$ cat src/rtl/gb_bus_responder_pkg.sv
// Shared address map, DMA state encoding and interrupt bit indices for the
// sm83 bus responder.
package gb_bus_responder_pkg;

  localparam logic [15:0] HRAM_BASE     = 16'hFF80;
  localparam logic [15:0] HRAM_LAST     = 16'hFFFE;
  localparam logic [15:0] ADDR_IE       = 16'hFFFF;
  localparam logic [15:0] ADDR_IF       = 16'hFF0F;
  localparam logic [15:0] ADDR_DMA      = 16'hFF46;
  localparam logic [15:0] ADDR_BOOT_OFF = 16'hFF50;
  localparam logic [15:0] OAM_BASE      = 16'hFE00;

  localparam int unsigned IRQ_W      = 5;
  localparam int unsigned IRQ_VBLANK = 0;
  localparam int unsigned IRQ_STAT   = 1;
  localparam int unsigned IRQ_TIMER  = 2;
  localparam int unsigned IRQ_SERIAL = 3;
  localparam int unsigned IRQ_JOYPAD = 4;

  localparam int unsigned DMA_LEN_DEF   = 160;
  localparam int unsigned BOOT_SIZE_DEF = 256;

  typedef enum logic {
    DMA_IDLE,
    DMA_XFER
  } dma_state_t;

  // Sources at E0 and above alias the echo region back onto WRAM.
  function automatic logic [7:0] dma_src_fix(input logic [7:0] v);
    return (v >= 8'hE0) ? (v & 8'hDF) : v;
  endfunction

endpackage

$ cat src/rtl/gb_bus_responder_oam_dma.sv
// OAM DMA engine: copies DMA_LEN bytes from {src, idx} into OAM, one per cycle.
module oam_dma_m
  import gb_bus_responder_pkg::*;
#(
  parameter int unsigned DMA_LEN = DMA_LEN_DEF
) (
  input  logic        clk,
  input  logic        rst,
  input  logic        start,
  input  logic [7:0]  start_src,
  input  logic [7:0]  ext_rdata,
  output logic [7:0]  dma_reg,
  output logic [15:0] dma_ext_addr,
  output logic [7:0]  oam_addr,
  output logic [7:0]  oam_wdata,
  output logic        oam_we,
  output logic        dma_active
);

  localparam int unsigned IDX_W = 8;
  localparam logic [IDX_W-1:0] IDX_LAST = IDX_W'(DMA_LEN - 1);

  dma_state_t       state_q, state_d;
  logic [IDX_W-1:0] idx_q, idx_d;
  logic [7:0]       src_q, src_d;
  logic [7:0]       reg_q, reg_d;

  always_ff @(posedge clk) begin
    if (!rst) begin
      state_q <= DMA_IDLE;
      idx_q   <= '0;
      src_q   <= '0;
      reg_q   <= '0;
    end else begin
      state_q <= state_d;
      idx_q   <= idx_d;
      src_q   <= src_d;
      reg_q   <= reg_d;
    end
  end

  // A start during XFER restarts the copy with no idle gap.
  always_comb begin
    state_d = state_q;
    idx_d   = idx_q;
    src_d   = src_q;
    reg_d   = reg_q;
    if (start) begin
      state_d = DMA_XFER;
      idx_d   = '0;
      src_d   = dma_src_fix(start_src);
      reg_d   = start_src;
    end else if (state_q == DMA_XFER) begin
      if (idx_q == IDX_LAST) begin
        state_d = DMA_IDLE;
        idx_d   = '0;
      end else begin
        idx_d = idx_q + IDX_W'(1);
      end
    end
  end

  // Gated by rst so that asserting reset mid-transfer stops OAM writes at once.
  assign dma_active   = rst && (state_q == DMA_XFER);
  assign oam_we       = dma_active;
  assign oam_addr     = idx_q;
  assign oam_wdata    = ext_rdata;
  assign dma_ext_addr = {src_q, idx_q};
  assign dma_reg      = reg_q;

endmodule

$ cat src/rtl/gb_bus_responder.sv
// Memory-side responder for the sm83 core: HRAM, IF/IE, boot overlay, OAM DMA,
// with all remaining accesses forwarded to the external port.
module gb_bus_responder
  import gb_bus_responder_pkg::*;
#(
  parameter int unsigned DMA_LEN   = DMA_LEN_DEF,
  parameter int unsigned BOOT_SIZE = BOOT_SIZE_DEF
) (
  input  logic             clk,
  input  logic             rst,
  input  logic [15:0]      cpu_addr,
  input  logic [7:0]       cpu_wdata,
  input  logic             cpu_write,
  output logic [7:0]       cpu_rdata,
  output logic [15:0]      ext_addr,
  output logic [7:0]       ext_wdata,
  output logic             ext_we,
  input  logic [7:0]       ext_rdata,
  output logic [7:0]       boot_addr,
  input  logic [7:0]       boot_rdata,
  output logic [7:0]       oam_addr,
  output logic [7:0]       oam_wdata,
  output logic             oam_we,
  input  logic [IRQ_W-1:0] irq_req,
  output logic [IRQ_W-1:0] if_q,
  output logic             irq_pending,
  output logic             dma_active
);

  logic [7:0]  ie_q;
  logic        boot_en_q;
  logic [7:0]  hram_q [0:127];
  logic [7:0]  dma_reg;
  logic [15:0] dma_ext_addr;

  logic is_ie, is_hram, is_if, is_dma, is_boff, is_boot, is_int;

  // Address decode in priority order; the boot window only claims reads.
  always_comb begin
    is_ie   = (cpu_addr == ADDR_IE);
    is_hram = !is_ie && (cpu_addr >= HRAM_BASE) && (cpu_addr <= HRAM_LAST);
    is_if   = (cpu_addr == ADDR_IF);
    is_dma  = (cpu_addr == ADDR_DMA);
    is_boff = (cpu_addr == ADDR_BOOT_OFF);
    is_int  = is_ie || is_hram || is_if || is_dma || is_boff;
    is_boot = boot_en_q && (32'(cpu_addr) < BOOT_SIZE);
  end

  always_comb begin
    cpu_rdata = 8'hFF;
    if (is_ie)               cpu_rdata = ie_q;
    else if (is_hram)        cpu_rdata = hram_q[cpu_addr[6:0]];
    else if (is_if)          cpu_rdata = {3'b111, if_q};
    else if (is_dma)         cpu_rdata = dma_reg;
    else if (is_boff)        cpu_rdata = 8'hFF;
    else if (dma_active)     cpu_rdata = 8'hFF;
    else if (is_boot)        cpu_rdata = boot_rdata;
    else                     cpu_rdata = ext_rdata;
  end

  assign ext_addr    = dma_active ? dma_ext_addr : cpu_addr;
  assign ext_wdata   = cpu_wdata;
  assign ext_we      = rst && cpu_write && !is_int && !dma_active;
  assign boot_addr   = cpu_addr[7:0];
  assign irq_pending = |(ie_q[IRQ_W-1:0] & if_q);

  // Interrupt and boot-control registers; a request always survives a CPU write to IF.
  always_ff @(posedge clk) begin
    if (!rst) begin
      if_q      <= '0;
      ie_q      <= '0;
      boot_en_q <= 1'b1;
    end else begin
      if_q <= ((cpu_write && is_if) ? cpu_wdata[IRQ_W-1:0] : if_q) | irq_req;
      if (cpu_write && is_ie)
        ie_q <= cpu_wdata;
      if (cpu_write && is_boff && (cpu_wdata != 8'h00))
        boot_en_q <= 1'b0;
    end
  end

  // HRAM keeps its contents across reset; entry 127 is shadowed by IE and never used.
  always_ff @(posedge clk) begin
    if (rst && cpu_write && is_hram)
      hram_q[cpu_addr[6:0]] <= cpu_wdata;
  end

  oam_dma_m #(
    .DMA_LEN (DMA_LEN)
  ) u_dma (
    .clk          (clk),
    .rst          (rst),
    .start        (cpu_write && is_dma),
    .start_src    (cpu_wdata),
    .ext_rdata    (ext_rdata),
    .dma_reg      (dma_reg),
    .dma_ext_addr (dma_ext_addr),
    .oam_addr     (oam_addr),
    .oam_wdata    (oam_wdata),
    .oam_we       (oam_we),
    .dma_active   (dma_active)
  );

endmodule

$ cat config.mk
export PLATFORM = sky130hd
export DESIGN_NAME = gb_bus_responder
export DESIGN_NICKNAME = d
export VERILOG_FILES = /design/src/rtl/gb_bus_responder_pkg.sv /design/src/rtl/gb_bus_responder_oam_dma.sv /design/src/rtl/gb_bus_responder.sv
export SDC_FILE = /design/constraint.sdc
export NUM_CORES = 1
export LEC_CHECK = 0
export ABC_AREA = 1
export CAP_MARGIN = 20
export CELL_PAD_IN_SITES_DETAIL_PLACEMENT = 1
export CELL_PAD_IN_SITES_GLOBAL_PLACEMENT = 2
export CORE_UTILIZATION = 30
export CTS_CLUSTER_SIZE = 20
export DETAILED_ROUTE_END_ITERATION = 10
export GPL_TIMING_DRIVEN = 0
export PLACE_DENSITY = 0.64
export SYNTH_ARGS = -nofsm -noshare
export SYNTH_HDL_FRONTEND = slang
export SYNTH_SLANG_ARGS = --single-unit
$ cat constraint.sdc
create_clock -name clk -period 2.5 [get_ports clk]
set_clock_uncertainty 0.15 [all_clocks]
set_input_delay 0.5 -clock clk [delete_from_list [all_inputs] [get_ports clk]]
set_output_delay 0.5 -clock clk [all_outputs]
set_load 0.05 [all_outputs]
* Yosys cells after proc, flatten, opt, wreduce, memory -nomap -nowiden
Memories as Yosys holds them, arrays and structs flattened.
Index checks and enable logic that the tools add are counted.
** Storage, ports and cells
- Logic and storage cells :: 60
- Register bits after elaboration :: 39
- Input bits :: 48
- Bits in writable memories :: 1024
- Memories :: 1
** Memories
- hram_q :: depth 128, width 8, read ports 1, clocked after memory_dff 0, wr ports 1, RTL line gb_bus_responder.sv:32 : logic [7:0] hram_q [0:127];
** Cells by class
- Eq/ne operators :: 5
- Reductions and logical operators :: 23
- Bitwise gates (word level) :: 3
- Add/subtract/negate cells :: 1
- Muxes and demuxes :: 16
- $lt $le $gt $ge :: 4
** Operators by type and width (number)
- == test 16 bit (second input constant) :: 4
- 2-to-1 mux 8 bit :: 8
- greater-or-equal comparator 16 bit (second input constant) :: 1
- less-or-equal comparator 16 bit (second input constant) :: 1
- less-than comparator 16 x 9 -> 1 bit (second input constant) :: 1
- 2-to-1 mux 16 bit :: 1
- logical AND 1 bit :: 13
- adder 8 x 1 -> 8 bit (second input constant) :: 1
- == test 8 bit (second input constant) :: 1
- greater-or-equal comparator 8 bit (second input constant) :: 1
- nonzero test 8 bit :: 1
- 2-to-1 mux 6 bit :: 1
- AND 5 bit :: 1
- 2-to-1 mux 1 bit :: 5
- 2-to-1 mux 5 bit :: 1
- OR 5 bit :: 1
- OR reduction 5 bit :: 1
- logical OR 1 bit :: 4
- zero test 1 bit :: 3
- OR reduction 2 bit :: 1
- inverter 1 bit :: 1

* Longest topological paths before layout
- Depth after elaboration :: 11
- Depth in mapped cells :: 16
- Mapped depth without buffers :: 14

* By module
Synthesis repeated with hierarchy kept, for this count alone.
** Second synthesis, totals
- Cell total of the unflattened synthesis :: 4534
- Area, all modules :: 46588.4 µm²
** Modules (own cells, without submodules)
- gb_bus_responder :: times used 1, seq. area each 31029.8 µm², cells an instance 4407, area each 45651.3 µm²
- oam_dma_m :: times used 1, seq. area each 360.3 µm², cells an instance 127, area each 937.1 µm²

* Worst setup path before layout
No wires, ideal clock.
- Path kind :: input-to-output
- From :: in cpu_addr[3]
- To :: out ext_we
- Path buffers :: 1
- Stages :: 5
- Required time :: 1.850 ns
- Path slack :: -0.906 ns
- Arrival time :: 2.756 ns
- Cell sequence :: buf_2 > nand4_1 > o211ai_4 > nand2_2 > nor4_1
** Between the ends
- Cells in the longest elaborated chain, start to end :: 11
- Elaborated cells on any way between the ends :: 16
- Those cells by class :: order compare: 2; eq/ne: 4; reduce/logical: 10
** RTL lines
- start: declaration :: RTL line gb_bus_responder.sv:11 : input logic [15:0] cpu_addr,
- branches (longest 7 deep; another with greater-or-equal comparator 16 bit)
- logical OR 1 bit (*) :: RTL line gb_bus_responder.sv:45 : is_int = is_ie || is_hram || is_if || is_dma || is_boff;
- zero test 1 bit (*) :: RTL line gb_bus_responder.sv:63 : assign ext_we = rst && cpu_write && !is_int && !dma_active;
- logical AND 1 bit (*) (2 in a row) :: RTL line gb_bus_responder.sv:63
- end: declaration :: RTL line gb_bus_responder.sv:17 : output logic ext_we,
Every way passes the cells marked *.

* Worst setup path after layout
- From :: in cpu_addr[0]
- To :: out cpu_rdata[4]
** Between the ends
- Cells in the longest elaborated chain, start to end :: 9
- Elaborated cells on any way between the ends :: 19
- Those cells by class :: order compare: 3; eq/ne: 4; mux: 7; reduce/logical: 4; memory: 1
** RTL lines
- less-than comparator 16 x 9 -> 1 bit :: RTL line gb_bus_responder.sv:46 : is_boot = boot_en_q && (32'(cpu_addr) < BOOT_SIZE);
- logical AND 1 bit :: RTL line gb_bus_responder.sv:46
- 2-to-1 mux 8 bit :: RTL line gb_bus_responder.sv:57 : else if (is_boot) cpu_rdata = boot_rdata;
- 2-to-1 mux 8 bit :: RTL line gb_bus_responder.sv:56 : else if (dma_active) cpu_rdata = 8'hFF;
- 2-to-1 mux 8 bit :: RTL line gb_bus_responder.sv:55 : else if (is_boff) cpu_rdata = 8'hFF;
- 2-to-1 mux 8 bit :: RTL line gb_bus_responder.sv:54 : else if (is_dma) cpu_rdata = dma_reg;
- 2-to-1 mux 8 bit :: RTL line gb_bus_responder.sv:53 : else if (is_if) cpu_rdata = {3'b111, if_q};
- 2-to-1 mux 8 bit :: RTL line gb_bus_responder.sv:52 : else if (is_hram) cpu_rdata = hram_q[cpu_addr[6:0]];
- 2-to-1 mux 8 bit (*) :: RTL line gb_bus_responder.sv:51 : if (is_ie) cpu_rdata = ie_q;
- end: declaration :: RTL line gb_bus_responder.sv:14 : output logic [7:0] cpu_rdata,
Mark *: on every way between the ends. The rest lies on a longest branch, timed or not.

==> results by group <==
Worst setup path
  – End of the worst register-to-register path: u_dma.oam_addr[7]$_SDFFE_PP0P_
  – CP endpoint kind: output pin
  – Worst-path cell chain: buf_16 > buf_16 > buf_4 > buf_2 > o21ai_0 > o22ai_1 > o21ai_1 > nand2_1 > a21oi_2 > nand2_2 > nand2_2 > nand2_4 > buf_8
  – Worst r2r src: u_dma.oam_addr[0]$_SDFFE_PP0P_
  – Largest stage delay on the critical path: 280 ps
  – R2R depth: 4
  – WP data arrival: 2750 ps
  – Crit path kind: primary input to output pin
  – Data required time of the critical path: 1850 ps
  – Crit path launch type: primary input
  – Register-to-Register Setup Slack: 920 ps
  – Critical Path Slowest Stage Cell: o21ai_1
  – Worst Path Max Fanout: 10

STA
  – Min cycle time layout: 3400 ps
  – Final WS setup: -896 ps
  – Final Hold Viols: 0
  – Fmax: 0.294 GHz
  – Pin slew with the least headroom to its limit: 982 ps
  – Rel. slew slack: 34.4%
  – Setup-failing EPs final: 697
  – Final worst-path cycle share: 136%
  – RSZ-0062 raised after global routing: yes
  – Worst hold slack: 2.21 ps
  – Slew Limit Fails: 0

Finish
  – Layout Cells excl Fill: 6790
  – Fill cells: 16236
  – Final Util: 39.4%
  – Final Net Count: 4722
  – Area Growth Syn to Fin: 29.5%
  – Max FFs per register: 1024
  – Share of cells above drive strength 1: 23.4%

Global route
  – First-pass GRT wire length: 266 mm
  – Number of global-route vias before repair: 33136
  – Tot GR Track Use: 25.2%
  – Largest net degree at the start of global routing: 92
  – Overflow after GRT: 0
  – Initial antenna violation count: 11

Detailed routing
  – DRC: 0
  – Via count: 33615
  – ANT nets after route: 0
  – DR WL/cell: 28.9 µm
  – Routed wire length: 196 mm
  – Avg Vias per Cell: 4.95
  – Pre-Repair DR Iteration Count: 6
  – DR iter-0 viols: 3324

Floorplanning
  – Starting Density: 30.4%
  – Placement Rows: 142
  – Die Y-Extent: 392 µm
  – Die area: 154000 µm²
  – Die X: 392 µm
  – Io pins: 113
  – Area of the core: 150000 µm²

Logic synthesis
  – Top post-synthesis cells by area: edfxtp_1, nand2_1, inv_1
  – Synthesized area per cell: 10.6 µm²
  – Syn Std Cell Area: 45700 µm²
  – Synth Register Bits: 1056
  – Cell taking the most area after synthesis: edfxtp_1
  – Ys Warns: 0
  – Synthesized netlist cell count: 4310
  – Seq/Total Area, Yosys: 68.7%
  – Yosys top cell area share: 67.3%
  – Yosys cell types: 36

Clock tree
  – Root Driver: clkbuf_16
  – Clock slew at reported path FFs: 60 ps
  – CTS Sinks: 1056
  – CTS tree: yes
  – Worst-skew pair later-pin latency: 760 ps
  – CTS Buffer Depth: 3
  – Htree depth: 3
  – Num CTS Buffers: 116

Hold path
  – Hold Path Depth: 1
  – Hold EP: hram_q[3][5]$_DFFE_PP_
  – Hold path startpoint: cpu_wdata[5]
  – Hold crit path type: primary input to flop

Status
  – Failing checks: negative setup slack
  – Status: finished with violations

Power and ir drop
  – VDD IR max: 0.555 mV
  – Power per Cell Area: 691 nW/µm²
  – Leakage: 23.1 nW

Placement
  – DPL Wire Length: 133 mm
  – Placed cells: 6462
  – Gpl congestion: 0.881
  – Pre-CTS setup slack: -3560 ps
  – PortBufs: 110

Job
  – # Max-Cap Violations: 0
layer usage:
| layer | track usage (%) | routed length, µm |
|---|---|---|
| met1 | 34.7 | 87000 |
| met2 | 40.8 | 92000 |
| met3 | 3.27 | 10500 |
| met4 | 8.20 | 6480 |
| met5 | 0 | 0 |
Yosys cell counts:
library cell	count
a211oi_1	7
a21oi_1	24
a221oi_1	1
buf_1	10
buf_2	80
buf_4	79
buf_6	4
clkbuf_1	61
clkinv_1	1
conb_1	1
dfxtp_1	32
edfxtp_1	1024
ha_1	1
inv_1	624
inv_2	4
nand2_1	1001
nand2_2	5
nand3_1	280
nand3_2	6
nand3b_1	1
nand4_1	12
nor2_1	576
nor2_2	2
nor2_4	3
nor3_1	4
nor3_2	1
nor4_1	1
o211ai_1	153
o211ai_4	1
o21ai_0	152
o21ai_1	44
o21bai_1	3
o22ai_1	11
or2_0	3
or2_2	92
xor2_1	6
cells by family after synthesis:
family	Yosys count	synth area share [%]
xor+xnor	6	0.115
other cells	1	0.00820
simple gates	1987	17.9
fa+ha+maj	1	0.0274
flops	1056	68.7
compound gates	396	5.30
buf+inv	863	8.02
through the flow:
step	power (mW)	cell area, µm²	setup TNS (ps)
floorplan	21.1	46000	-838
global placement	23.0	49600	-7210830
detailed placement	22.9	50000	-2661090
CTS	40.9	57800	-9680
global route	41.8	59200	-43710
finish	40.9	59200	-60640
final cells by class:
| cell class | instances | area (µm²) | share of cell area, % |
|---|---|---|---|
| diodes | 3 | 7.51 | 0.0127 |
| plain buffers | 233 | 3070 | 5.18 |
| clock buffers | 142 | 3050 | 5.15 |
| clock inverters | 74 | 761 | 1.28 |
| inverters | 629 | 2380 | 4.02 |
| multi-input cells | 2398 | 12900 | 21.7 |
| flip-flops and latches | 1056 | 31400 | 53.0 |
| well taps | 2016 | 2520 | 4.26 |
| repair buffers | 239 | 3170 | 5.35 |
where the power goes:
part	internal, mW	switching [mW]
sequential	19.4	0.0123
clock	10.0	7.54
combinational	1.21	2.73
total	30.6	10.3
timing repair:
action,in CTS,in global routing
pin swaps,112,95
hold endpoints to repair,24,0
hold buffers,11,0
buffers inserted,57,25
resized for setup,1118,258
setup endpoints to repair,1110,384
cloned,8,9
layout by cell type, fill, tap and decap left out, types with 12 or more instances in the layout:
cell type	Yosys	final
edfxtp_1	1024	1024
nand2_1	1001	884
inv_1	624	617
nor2_1	576	340
nand3_1	280	249
o211ai_1	153	153
nor2_4	3	142
clkbuf_16	0	134
o21ai_0	152	121
nand2_2	5	100
nor2_2	2	99
buf_4	79	98
or2_2	92	79
buf_12	0	76
buf_6	4	59
o21ai_1	44	53
buf_8	0	48
buf_16	0	31
dfxtp_1	32	31
clkinv_2	0	30
dlygate4sd2_1	0	30
clkdlybuf4s50_1	0	29
nand3_2	6	26
clkbuf_1	61	24
clkbuf_2	0	22
clkinv_1	1	21
nand2_4	0	19
clkbuf_8	0	19
o21ai_2	0	19
a21oi_1	24	19
buf_2	80	16
or2_4	0	13
bufinv_16	0	13
nand4_1	12	12
critical path, delay by kind of cell:
kind	cells	cell delay [ps]
compound gates	4	850
buf+inv	5	890
simple gates	4	450
how the worst max path moves through the flow:
stage / startpoint / endpoint / slack, ps / depth (start not counted)
after floorplan: u_dma.state_q$_SDFF_PN0_ / ext_addr[10] / -80 / 4
after detailed placement: cpu_addr[0] / cpu_rdata[0] / -3560 / 15
after global routing: cpu_addr[3] / cpu_rdata[1] / -930 / 14
after global placement: cpu_wdata[3] / ext_wdata[3] / -5110 / 3
after CTS: hram_q[24][7]$_DFFE_PP_ / cpu_rdata[7] / -880 / 12
final: cpu_addr[0] / cpu_rdata[4] / -900 / 13
Power figures use the tool's default switching activity.
